### src/rtl/hazard_stall_ctrl_if.sv
// Instruction inputs and hazard outputs shared between the pipeline and the
// stall controller.
interface hazard_stall_ctrl_if;
    logic [31:0] instrD;
    logic [31:0] instrE;
    logic [31:0] instrM;
    logic        stall;
    logic        flush_E;
    logic        mdu_start;
    logic        mdu_busy;
    logic [15:0] stall_cnt;

    modport master (
        output instrD, instrE, instrM,
        input  stall, flush_E, mdu_start, mdu_busy, stall_cnt
    );

    modport slave (
        input  instrD, instrE, instrM,
        output stall, flush_E, mdu_start, mdu_busy, stall_cnt
    );
endinterface

### src/rtl/hazard_stall_ctrl.sv
// Hazard scheduler: stalls F/D and bubbles D/E when forwarding cannot help,
// sequences the multi-cycle MDU and counts stall cycles.
module hazard_stall_ctrl #(
    parameter int unsigned MULT_CYC = 5,
    parameter int unsigned DIV_CYC  = 10
) (
    input  logic                clk,
    input  logic                rst_n,
    hazard_stall_ctrl_if.slave  bus
);

    typedef struct packed {
        logic cal_r;
        logic cal_i;
        logic load;
        logic store;
        logic beq;
        logic jr;
        logic jal;
        logic md;
        logic mf;
        logic mt;
    } dec_t;

    localparam logic [3:0] MULT_LD = 4'(MULT_CYC);
    localparam logic [3:0] DIV_LD  = 4'(DIV_CYC);

    function automatic dec_t decode(input logic [5:0] op, input logic [5:0] fn);
        dec_t d;
        d = '0;
        if (op == 6'h00) begin
            case (fn)
                6'h20, 6'h21, 6'h22, 6'h23,
                6'h24, 6'h25, 6'h2a, 6'h2b: d.cal_r = 1'b1;
                6'h08:                      d.jr    = 1'b1;
                6'h18, 6'h19, 6'h1a, 6'h1b: d.md    = 1'b1;
                6'h10, 6'h12:               d.mf    = 1'b1;
                6'h11, 6'h13:               d.mt    = 1'b1;
                default: ;
            endcase
        end
        case (op)
            6'h0d, 6'h09, 6'h08, 6'h0f: d.cal_i = 1'b1;
            6'h23:                      d.load  = 1'b1;
            6'h2b:                      d.store = 1'b1;
            6'h04:                      d.beq   = 1'b1;
            6'h03:                      d.jal   = 1'b1;
            default: ;
        endcase
        return d;
    endfunction

    logic [3:0]  cnt_q, cnt_d;
    logic [15:0] stall_cnt_q, stall_cnt_d;

    dec_t       dec_d, dec_e;
    logic       m_load;
    logic [4:0] rs_d, rt_d, rt_e, dest_e, rt_m;
    logic       e_writes, d_br, use1_rs, use1_rt;
    logic       s1, s2, s3, s4;
    logic       mdu_start, stall;

    // Fields never consulted by the scheduler (immediates, shamt, unused regs).
    logic unused_bits;
    assign unused_bits = ^{bus.instrD[15:6], bus.instrE[25:21], bus.instrE[10:6],
                           bus.instrM[25:21], bus.instrM[15:0]};

    always_comb begin
        dec_d     = decode(bus.instrD[31:26], bus.instrD[5:0]);
        dec_e     = decode(bus.instrE[31:26], bus.instrE[5:0]);
        m_load    = (bus.instrM[31:26] == 6'h23);
        rs_d      = bus.instrD[25:21];
        rt_d      = bus.instrD[20:16];
        rt_e      = bus.instrE[20:16];
        rt_m      = bus.instrM[20:16];
        dest_e    = dec_e.cal_r ? bus.instrE[15:11] : rt_e;
        // jal in E is forwarded, so only cal/load destinations matter here.
        e_writes  = (dec_e.cal_r | dec_e.cal_i | dec_e.load) && (dest_e != 5'd0);
        d_br      = dec_d.beq | dec_d.jr;
        use1_rs   = dec_d.cal_r | dec_d.cal_i | dec_d.load | dec_d.store | dec_d.md | dec_d.mt;
        use1_rt   = dec_d.cal_r | dec_d.md;
        mdu_start = dec_e.md;

        s1 = d_br && e_writes &&
             ((dest_e == rs_d) || (dec_d.beq && (dest_e == rt_d)));
        s2 = d_br && m_load && (rt_m != 5'd0) &&
             ((rt_m == rs_d) || (dec_d.beq && (rt_m == rt_d)));
        s3 = dec_e.load && (rt_e != 5'd0) &&
             ((use1_rs && (rs_d == rt_e)) || (use1_rt && (rt_d == rt_e)));
        s4 = (dec_d.md | dec_d.mf | dec_d.mt) && (mdu_start || (cnt_q != 4'd0));
        stall = s1 | s2 | s3 | s4;
    end

    always_comb begin
        cnt_d = cnt_q;
        // A new issue reloads even if the unit is still counting down.
        if (mdu_start) begin
            cnt_d = bus.instrE[1] ? DIV_LD : MULT_LD;
        end else if (cnt_q != 4'd0) begin
            cnt_d = cnt_q - 4'd1;
        end

        stall_cnt_d = stall_cnt_q;
        if (stall && (stall_cnt_q != 16'hFFFF)) begin
            stall_cnt_d = stall_cnt_q + 16'd1;
        end
    end

    always_ff @(posedge clk or negedge rst_n) begin
        if (!rst_n) begin
            cnt_q       <= 4'd0;
            stall_cnt_q <= 16'd0;
        end else begin
            cnt_q       <= cnt_d;
            stall_cnt_q <= stall_cnt_d;
        end
    end

    assign bus.stall     = stall;
    assign bus.flush_E   = stall;
    assign bus.mdu_start = mdu_start;
    assign bus.mdu_busy  = (cnt_q != 4'd0);
    assign bus.stall_cnt = stall_cnt_q;

endmodule

### src/flat_wrapper.sv
// flat-port wrapper written by rule: the top's interface ports become plain ports
module hazard_stall_ctrl_flat 
#(
    parameter int unsigned MULT_CYC = 5,
    parameter int unsigned DIV_CYC  = 10
)
  (clk, rst_n, bus_instrD, bus_instrE, bus_instrM, bus_stall, bus_flush_E, bus_mdu_start, bus_mdu_busy, bus_stall_cnt);
  hazard_stall_ctrl_if bus_i ();
  input  logic clk;
  input  logic rst_n;
  input wire logic [$bits(bus_i.instrD)-1:0] bus_instrD;
  input wire logic [$bits(bus_i.instrE)-1:0] bus_instrE;
  input wire logic [$bits(bus_i.instrM)-1:0] bus_instrM;
  output wire logic [$bits(bus_i.stall)-1:0] bus_stall;
  output wire logic [$bits(bus_i.flush_E)-1:0] bus_flush_E;
  output wire logic [$bits(bus_i.mdu_start)-1:0] bus_mdu_start;
  output wire logic [$bits(bus_i.mdu_busy)-1:0] bus_mdu_busy;
  output wire logic [$bits(bus_i.stall_cnt)-1:0] bus_stall_cnt;
  assign bus_i.instrD = bus_instrD;
  assign bus_i.instrE = bus_instrE;
  assign bus_i.instrM = bus_instrM;
  assign bus_stall = bus_i.stall;
  assign bus_flush_E = bus_i.flush_E;
  assign bus_mdu_start = bus_i.mdu_start;
  assign bus_mdu_busy = bus_i.mdu_busy;
  assign bus_stall_cnt = bus_i.stall_cnt;
  hazard_stall_ctrl #(.MULT_CYC(MULT_CYC), .DIV_CYC(DIV_CYC)) u_core (.clk(clk), .rst_n(rst_n), .bus(bus_i));
endmodule
### config.mk
export PLATFORM = sky130hd
export DESIGN_NAME = hazard_stall_ctrl_flat
export DESIGN_NICKNAME = d
export VERILOG_FILES = /design/src/rtl/hazard_stall_ctrl_if.sv /design/src/rtl/hazard_stall_ctrl.sv /design/src/flat_wrapper.sv
export SDC_FILE = /design/constraint.sdc
export NUM_CORES = 1
export LEC_CHECK = 0
export ABC_AREA = 0
export CAP_MARGIN = 20
export CELL_PAD_IN_SITES_DETAIL_PLACEMENT = 1
export CELL_PAD_IN_SITES_GLOBAL_PLACEMENT = 2
export CORE_ASPECT_RATIO = 0.75
export CORE_UTILIZATION = 20
export CTS_CLUSTER_DIAMETER = 60
export DETAILED_ROUTE_END_ITERATION = 10
export PLACE_DENSITY = 0.9
export SYNTH_ARGS = -nofsm -noshare
export SYNTH_HDL_FRONTEND = slang
export SYNTH_SLANG_ARGS = --single-unit
### constraint.sdc
create_clock -name clk -period 2.65 [get_ports clk]
set_input_delay 0.265 -clock clk [delete_from_list [all_inputs] [get_ports clk]]
set_output_delay 0.265 -clock clk [all_outputs]
set_load 0.005 [all_outputs]
==> results.sh <==
export IMPL_status="finished, final reports clean"
export IMPL_numPortBuffers=75
export IMPL_seq_area_frac_synth_pct=24.5
export IMPL_routed_wl_microns=7870
export IMPL_cts_hold_buffers=0
export IMPL_start_util_pct=20.9
export IMPL_start_kind="input pin"
export IMPL_grt_util_met3_pct=2.10
export IMPL_setup_violations_final=0
export IMPL_diodes=0
export IMPL_synth_ff_type="dfrtp_1"
export IMPL_crit_slowest_cell="or4_4"
export IMPL_worst_slew_pin_slew_ps=931
export IMPL_seq_power_share_pct=31.0
export IMPL_p_sw_mw=0.371
export IMPL_final_design_area_no_fill_sq_um=3700
export IMPL_syn_area_per_cell_sq_um=7.94
export IMPL_ys_ff_latch=20
export IMPL_rows=31
export IMPL_n_fill_cell=1163
export IMPL_drt_wirelength_per_cell_microns=14.9
export IMPL_cts_htree_levels=1
export IMPL_finalMaxSlewViolations=0
export IMPL_crit_buf_inv=2
export IMPL_relSlewSlack_pct=37.7
export IMPL_grt_max_degree=21
export IMPL_vias_per_cell=4.76
export IMPL_setup_tns_ps=0
export IMPL_ys_top_cells_by_area="dfrtp_1, xor2_1, xnor2_1, nor2_1, nand2_1"
export IMPL_clock_skew_ps=2.89
export IMPL_post_dp_hpwl_microns=6470
export IMPL_chipWidth_microns=119
export IMPL_met2_usage_pct=27.5
export IMPL_path_max_fanout=11
export IMPL_syn_nets=358
export IMPL_max_vdd_ir_drop_mv=0.159
export IMPL_period_share_pct=95.7
export IMPL_p_sw_share_pct=31.1
export IMPL_busiest_layer="met2"
export IMPL_async_flop_share_pct=100
export IMPL_layout_commonest_cell="buf_4"
export IMPL_yosysWarnings=0
export IMPL_gp_congestion=0.889
export IMPL_clockPowerShare_pct=28.9
export IMPL_holdCritPathClass="input pin to flip-flop"
export IMPL_internal_power_mw=0.823
export IMPL_finalHoldViolations=0
export IMPL_cts_reportedPaths_clkPinSlew_ps=60
export IMPL_synth_top_cell_area_share_pct=24.5
export IMPL_drt_initial_drc_count=54
export IMPL_synth_edff_count=0
export IMPL_grt_pass1_vias=2712
export IMPL_antenna_found_initial=0
export IMPL_num_vias=2511
export IMPL_grt_pass1_wl_microns=13000
export IMPL_synth_top_area_cell="dfrtp_1"
export IMPL_clockBufferDepth=2
export IMPL_pwr_share_comb_pct=40.1
export IMPL_critical_path_class="input pin to flip-flop"
export IMPL_grt_overflow=0
export IMPL_cts_sinks=20
export IMPL_ioPinCount=118
export IMPL_grtUsageTotal_pct=15.1
export IMPL_dieArea_sq_um=10600
export IMPL_cts_tree="done"
export IMPL_finalPower_mw=1.19
export IMPL_powerDensity_nw_per_um2=323
export IMPL_numCtsBuffers=3
export IMPL_ant_nets=0
export IMPL_drive_above_1_share_pct=28.4
export IMPL_netlist_instances=257
export IMPL_nNetsFinal=497
export IMPL_final_cell_mix="buf_4, clkdlybuf4s50_1, nor2_1"
export IMPL_path_common_cell="or4_4"
export IMPL_cap_viol_max_count=0
export IMPL_period_minus_slack_ps=2540
export IMPL_use_met1_pct=19.1
export IMPL_cp_end_kind="flip-flop"
export IMPL_fmax_mhz=394
export IMPL_drtPass1Iterations=4
export IMPL_critPathMaxStageDelay_ps=560
export IMPL_yosysUniqueCellTypes=49
export IMPL_coreArea_sq_um=9770
export IMPL_crit_family="simple AND/OR/NAND/NOR gates"
export IMPL_leakage_nw=1.60
export IMPL_cp_arrival_ps=2670
export IMPL_syn_cell_area_sq_um=2040
export IMPL_placed_cell_area_sq_um=3370
export IMPL_post_route_drc_count=0
export IMPL_path_cells="clkbuf_2 > or4_4 > or4_4 > a32oi_4 > nor2_4 > a311oi_4 > buf_12 > nor2b_1 > mux2_1"
export IMPL_die_y_microns=89.5
export IMPL_crit_required_ps=2790
export IMPL_root_buffer="clkbuf_16"
export IMPL_synthToLayoutAreaGrowth_pct=81.4
export IMPL_worstSkewPairLatency_ps=250
==> power groups by stage <==
stage / sequential (mW) / combinational [mW] / clock [mW]
2_1_floorplan: 0.370 / 0.216 / 0
3_3_place_gp: 0.374 / 0.437 / 0
3_5_place_dp: 0.377 / 0.455 / 0
4_1_cts: 0.371 / 0.471 / 0.353
5_1_grt: 0.377 / 0.526 / 0.361
6_report: 0.371 / 0.478 / 0.345
==> layout make-up <==
cell class,instances,area (sq um),area share [%]
Sequential cell,20,500,13.5
Inverter,10,37.5,1.01
Clock buffer,4,88.8,2.40
Multi-Input combinational cell,222,1700,45.9
Timing Repair Buffer,139,1210,32.7
Tap cell,132,165,4.46
==> through the flow <==
step           std cells  hold WS (ps)  utilization, %  setup WS, ps
2_1_floorplan        257         -30.6               -          54.7
3_3_place_gp         517           474            34.5          -555
3_5_place_dp         517           485            34.5          -636
4_1_cts              527           495            37.5          10.6
5_1_grt              527           508            37.9         -58.7
6_report             527           464            37.9           113
==> final timing paths <==
path                                          from                        to  slack, ps  depth (start not counted)
max                                 bus_instrE[16]  u_core.bus.stall_cnt[14]        110                          9
min in group asynchronous                    rst_n  u_core.bus.stall_cnt[14]        540                          1
min                                  bus_instrE[1]           u_core.cnt_q[0]        460                          3
max in group asynchronous                    rst_n   u_core.bus.stall_cnt[1]       1550                          1
max reg2reg                        u_core.cnt_q[0]   u_core.bus.stall_cnt[1]        290                         10
min reg2reg                u_core.bus.stall_cnt[9]   u_core.bus.stall_cnt[9]        490                          1
==> registers in the layout, summed over array words and instances (netlist names) <==
register	flops
u_core.bus.stall_cnt	16
u_core.cnt_q	4
==> logic make-up (layout without fill, tap and decap cells) <==
| group | after synthesis | count (layout) | synth area share [%] |
|---|---|---|---|
| buffers and inverters | 15 | 153 | 3.31 |
| adders and majority gates | 3 | 3 | 1.84 |
| muxes | 7 | 7 | 3.86 |
| AOI/OAI and AO/OA | 38 | 38 | 13.5 |
| xor gates and xnor gates | 36 | 36 | 15.5 |
| DFF | 20 | 20 | 24.5 |
| and+or+nand+nor | 138 | 138 | 37.5 |
==> timing repair <==
item	CTS	global route
pin swaps	19	13
setup buffers	7	1
resized for setup	74	23
endpoints found under the setup margin	18	17
==> cell usage after synthesis, types with 2 or more instances <==
| cell type | n |
|---|---|
| a2111oi_0 | 3 |
| a21oi_1 | 9 |
| a31oi_1 | 3 |
| and2_1 | 6 |
| and3_1 | 8 |
| and3b_1 | 3 |
| clkbuf_1 | 3 |
| dfrtp_1 | 20 |
| ha_1 | 3 |
| inv_1 | 10 |
| mux2_1 | 3 |
| mux2i_1 | 3 |
| nand2_1 | 20 |
| nand2b_1 | 4 |
| nand3_1 | 15 |
| nand3b_1 | 5 |
| nand4_1 | 8 |
| nand4b_1 | 2 |
| nor2_1 | 26 |
| nor2b_1 | 11 |
| nor3_1 | 11 |
| nor3b_1 | 2 |
| nor4_1 | 6 |
| nor4b_1 | 4 |
| nor4bb_1 | 2 |
| o2111ai_1 | 2 |
| o21ai_0 | 8 |
| or4_1 | 2 |
| xnor2_1 | 17 |
| xor2_1 | 19 |
==> metal layers <==
layer	wire (microns)	vias to the layer above	part of all wire, %
met1	3650	1203	46
li1	-	1224	-
met3	338	10	4.3
met2	3790	74	48
met4	100	0	1.3
met5	0	-	0
==> tightest hold or removal path, stage by stage <==
cell	delay (ps)
clkdlybuf4s15_1	210
buf_4	130
o21ai_0	70
No activity file was read; power rests on OpenSTA's default activity.
==> RTL edit 1: new RTL, same flow settings <==
Make the reset (`rst_n`) synchronous in one clocked block.
--- a/src/rtl/hazard_stall_ctrl.sv
+++ b/src/rtl/hazard_stall_ctrl.sv
@@ -106,7 +106,7 @@
         end
     end
 
-    always_ff @(posedge clk or negedge rst_n) begin
+    always_ff @(posedge clk) begin
         if (!rst_n) begin
             cnt_q       <= 4'd0;
             stall_cnt_q <= 16'd0;
Formal check against the unedited RTL: differs if rst_n is asserted again (counterexample within 4 cycles, from zero or initial values and one cycle with rst_n low); with rst_n held inactive, the same outputs for 10 cycles.
==> RTL edit 1 against the unedited design <==
- the run now ends with setup timing left
- setup slack worse by 0.11 ns
- sequential cell count unchanged
- clock skew about the same
- via count shrank 0.32%
- wire length grew 17%
- synthesized cell count fell by 8.2%
- final area grew 0.24%
- total power increased by 4.8%
- area after synthesis fell by 5.1%
- worst hold slack lost 0.011 ns
- final cell count fell by 4.4%
- global-route usage up 2.1 points
- critical path type unchanged
- largest cell class unchanged
- largest power group unchanged
- highest routed layer unchanged
==> RTL edit 1: results (changes against the unedited design) <==
Post-synth top cells - 20 x dfxtp_1, 16 x nand2_1, 15 x xnor2_1, 15 x xor2_1, 12 x nor2_1 (was 26 x nor2_1, 20 x dfrtp_1, 20 x nand2_1)
Worst VDD drop - 0.1560 mV (was 0.1587 mV)
Syn_nets - 337 (was 358)
XOR/XNOR Fraction of Synth Area - 0.1357 (was 0.1545)
Multiplexer share of the synthesized area - 0.05168 (was 0.03863)
Status - finished, violations left (was completed)
Yosys cell types - 57 (was 49)
Vias - 2,503 (was 2,511)
Non-Filler Instances - 504 (was 527)
Fin worst setup slack - -0.001787 ns (was 0.1127 ns)
Failing checks - setup timing
Multi-input gate area - 1729 um2 (was 1700 um2)
Largest net degree at the start of global routing - 16 (was 21)
Crit-path slowest cell - or4b_1 (was or4_4)
Post-synthesis sequential area ratio - 0.2067 (was 0.2452)
Tot GR Track Use - 0.1723 (was 0.1509)
Fin nets - 478 (was 497)
WL final - 9.231 mm (was 7.873 mm)
Final setup viols - 1 (was 0)
Gpl congestion - 1.013 (was 0.8885)
DRT iter0 DRCs - 79 (was 54)
Final Skew - 0.002585 ns (was 0.002891 ns)
DP Wirelength - 6.477 mm (was 6.473 mm)
Layout cells sized above 1 - 0.3547 (was 0.2835)
DP Area - 3238 um2 (was 3374 um2)
-- RTL edit 1: changes by cell type in the layout (fill, tap and decap cells not counted), moves of 5 or more --
cell	change
o31ai_1	+5
dlygate4sd2_1	+10
xor2_1	-5
dfxtp_1	+20
nand4_1	-5
buf_6	+9
nand3b_1	-5
nor2b_1	-10
dfrtp_1	-20
or4_1	+6
clkdlybuf4s50_1	-19
nor2_1	-14
-- RTL edit 1: cell families after synthesis --
family,Yosys count
AOI/OAI and AO/OA,49
adders and majority gates,3
DFF,20
and+or+nand+nor,101
muxes,10
xor gates and xnor gates,30
buffers and inverters,23
-- RTL edit 1: final cells by class --
cell class / count / share of cell area
timing repair buffer: 147 / 0.3493
multi-input combinational: 193 / 0.4659
tap: 128 / 0.04316
sequential: 20 / 0.1079
antenna: 1 / 0.0006743
clock buffer: 3 / 0.02023
inverter: 12 / 0.01281
-- RTL edit 1: routing by layer --
layer | GRT usage | wire [um]
met5 | 0 | 0
met2 | 0.2874 | 4595
met1 | 0.2379 | 4047
met3 | 0.02366 | 502
met4 | 0.03147 | 85
-- RTL edit 1: path summary, 6_finish.rpt --
check | slack [ns] | start | to
setup / recovery | -0.002 | bus_instrD[29] | u_core.bus.stall_cnt[12]$_SDFFE_PN0P_
hold / removal | 0.45 | bus_instrE[1] | u_core.cnt_q[3]$_SDFFE_PN0P_
setup reg to reg | 0.10 | u_core.cnt_q[1]$_SDFFE_PN0P_ | u_core.bus.stall_cnt[12]$_SDFFE_PN0P_
hold reg to reg | 0.49 | u_core.bus.stall_cnt[15]$_SDFFE_PN0P_ | u_core.bus.stall_cnt[15]$_SDFFE_PN0P_
-- RTL edit 1: where the power goes --
group          switching, W  internal [W]
registers         0.0000234      0.000331
clock network      0.000116      0.000199
logic              0.000276      0.000305
total              0.000415      0.000836
==> RTL edit 2: new RTL, same flow settings <==
Made on the original files. `DIV_CYC` is set to 10 in 2 places; all go to 9.
--- a/src/rtl/hazard_stall_ctrl.sv
+++ b/src/rtl/hazard_stall_ctrl.sv
@@ -2,7 +2,7 @@
 // sequences the multi-cycle MDU and counts stall cycles.
 module hazard_stall_ctrl #(
     parameter int unsigned MULT_CYC = 5,
-    parameter int unsigned DIV_CYC  = 10
+    parameter int unsigned DIV_CYC  = 9
 ) (
     input  logic                clk,
     input  logic                rst_n,
--- a/src/flat_wrapper.sv
+++ b/src/flat_wrapper.sv
@@ -2,7 +2,7 @@
 module hazard_stall_ctrl_flat 
 #(
     parameter int unsigned MULT_CYC = 5,
-    parameter int unsigned DIV_CYC  = 10
+    parameter int unsigned DIV_CYC  = 9
 )
   (clk, rst_n, bus_instrD, bus_instrE, bus_instrM, bus_stall, bus_flush_E, bus_mdu_start, bus_mdu_busy, bus_stall_cnt);
   hazard_stall_ctrl_if bus_i ();
Formal check against the unedited RTL: same outputs for any inputs over 10 cycles, from zero or initial values and one cycle with rst_n low; that may be too few to reach the edited logic, so the function may still have changed.
==> RTL edit 2 against the unedited design <==
- the run now ends with setup timing left
- wire length up 8.9%
- largest power group unchanged
- via count shrank 3.3%
- final area increased by 2.7%
- setup slack got worse by 0.15 ns
- total power is 3.0% lower
- sequential cell count did not move
- critical path depth rose by 1
- highest routed layer unchanged
- critical path type unchanged
- area after synthesis is 1.4% lower
==> RTL edit 2: results (changes against the unedited design) <==
Status - finished, violations left (was completed)
Failing checks - setup timing
WHS Path Cells - 4 (was 3)
Fin nets - 499 (was 497)
WL met3 - 208 um (was 338 um)
CP peak stage delay - 0.53 ns (was 0.56 ns)
Gpl congestion - 0.8010 (was 0.8885)
Post-synth top cells - 23 x xor2_1, 20 x dfrtp_1, 18 x nor2_1 (was 26 x nor2_1, 20 x dfrtp_1, 20 x nand2_1)
DP Wirelength - 6.611 mm (was 6.473 mm)
Leakage power - 1.692 nW (was 1.599 nW)
Post-synthesis sequential area ratio - 0.2488 (was 0.2452)
Start of the worst register-to-register path - u_core.bus.stall_cnt[6]$_DFFE_PN0P_ (was u_core.cnt_q[0]$_DFFE_PN0P_)
Hold Path Sink - u_core.cnt_q[3]$_DFFE_PN0P_ (was u_core.cnt_q[0]$_DFFE_PN0P_)
Wire per inst - 16.24 um (was 14.94 um)
Setup_tns - -0.03286 ns (was 0 ns)
Met2 usage - 0.3134 (was 0.2749)
Worst slack at placement - -0.8498 ns (was -0.6355 ns)
Syn_nets - 338 (was 358)
Critical path fanouts, max - 8 (was 11)
Met3 usage - 0.01997 (was 0.02105)
Reg2Reg Depth - 8 (was 10)
RR Endpoint - u_core.bus.stall_cnt[0]$_DFFE_PN0P_ (was u_core.bus.stall_cnt[1]$_DFFE_PN0P_)
Final setup viols - 1 (was 0)
Global-route wire length before repair - 13.33 mm (was 12.99 mm)
Non-Filler Instances - 528 (was 527)
Met2 WL - 4.505 mm (was 3.785 mm)
DRT iter0 DRCs - 74 (was 54)
Fin worst setup slack - -0.03286 ns (was 0.1127 ns)
Met1 wire length - 3.700 mm (was 3.648 mm)
Area contributors post-synth - dfrtp_1 25%, xor2_1 10%, xnor2_1 5.7% (was dfrtp_1 25%, xor2_1 8.2%, xnor2_1 7.3%)
DP Cell Count - 509 (was 517)
## RTL edit 2: cell count changes after synthesis, sizes merged, moves of 4 or more
cell and delta:
nor2 -7, nor4 -5, or2 +4, xor2 +4, o21ai -4, o22ai +4, nand2 -6, xnor2 -4
nand3 -4
## RTL edit 2: area by class of cell
| cell class | instances | area (um2) | area share |
|---|---|---|---|
| repair buffers | 158 | 1385 | 0.3641 |
| inverters | 9 | 33.78 | 0.008882 |
| flip-flops and latches | 20 | 500.5 | 0.1316 |
| multi-input cells | 206 | 1644 | 0.4322 |
| clock buffers | 3 | 75.07 | 0.01974 |
| well taps | 132 | 165.2 | 0.04342 |
## RTL edit 2: repair_timing
item / in CTS / in global routing
pin swaps: 22 / 11
cloned: 0 / 0
buffers inserted: 16 / 4
gates resized for setup: 90 / 16
endpoints found under the setup margin: 18 / 14
## RTL edit 2: power by group through the flow
stage	Combinational (W)	Sequential, W	Clock (W)
after floorplan	0.000198	0.000365	0
after global placement	0.000431	0.000370	0
after detailed placement	0.000449	0.000374	0
after CTS	0.000469	0.000368	0.000316
after global routing	0.000525	0.000372	0.000332
final	0.000477	0.000369	0.000313
## RTL edit 2: how the worst max path moves through the flow
| stage | start | to | slack [ns] | cells after the start |
|---|---|---|---|---|
| floorplan | bus_instrE[26] | u_core.bus.stall_cnt[14]$_DFFE_PN0P_ | 0.08 | 8 |
| global placement | bus_instrE[1] | bus_stall | -0.66 | 9 |
| detailed placement | bus_instrE[1] | bus_stall | -0.85 | 9 |
| CTS | bus_instrE[30] | bus_stall | -0.007 | 11 |
| global route | bus_instrE[27] | u_core.bus.stall_cnt[14]$_DFFE_PN0P_ | -0.09 | 11 |
| finish | bus_instrD[23] | u_core.bus.stall_cnt[14]$_DFFE_PN0P_ | -0.03 | 10 |
## RTL edit 2: worst max-delay path: cells and delay by family
| family | cells | cell delay, ns |
|---|---|---|
| AOI/OAI and AO/OA | 2 | 0.63 |
| and+or+nand+nor | 4 | 1.06 |
| buffers and inverters | 3 | 0.54 |
| muxes | 1 | 0.33 |
## RTL edit 2: cells by family after synthesis
logic type,share of synthesized area
buffers and inverters,0.02612
and+or+nand+nor,0.3812
DFF,0.2488
muxes,0.04229
xor gates and xnor gates,0.1567
adders and majority gates,0.01866
AOI/OAI and AO/OA,0.1262
## RTL edit 2: stage by stage
step / cell area [um2] / power [W] / hold WS, ns
after floorplan: 2012 / 0.0005632 / -0.03059
after global placement: 3412 / 0.0008007 / 0.4790
after detailed placement: 3412 / 0.0008221 / 0.4967
after CTS: 3701 / 0.001153 / 0.3890
final: 3804 / 0.001158 / 0.3868
after global routing: 3804 / 0.001229 / 0.3951
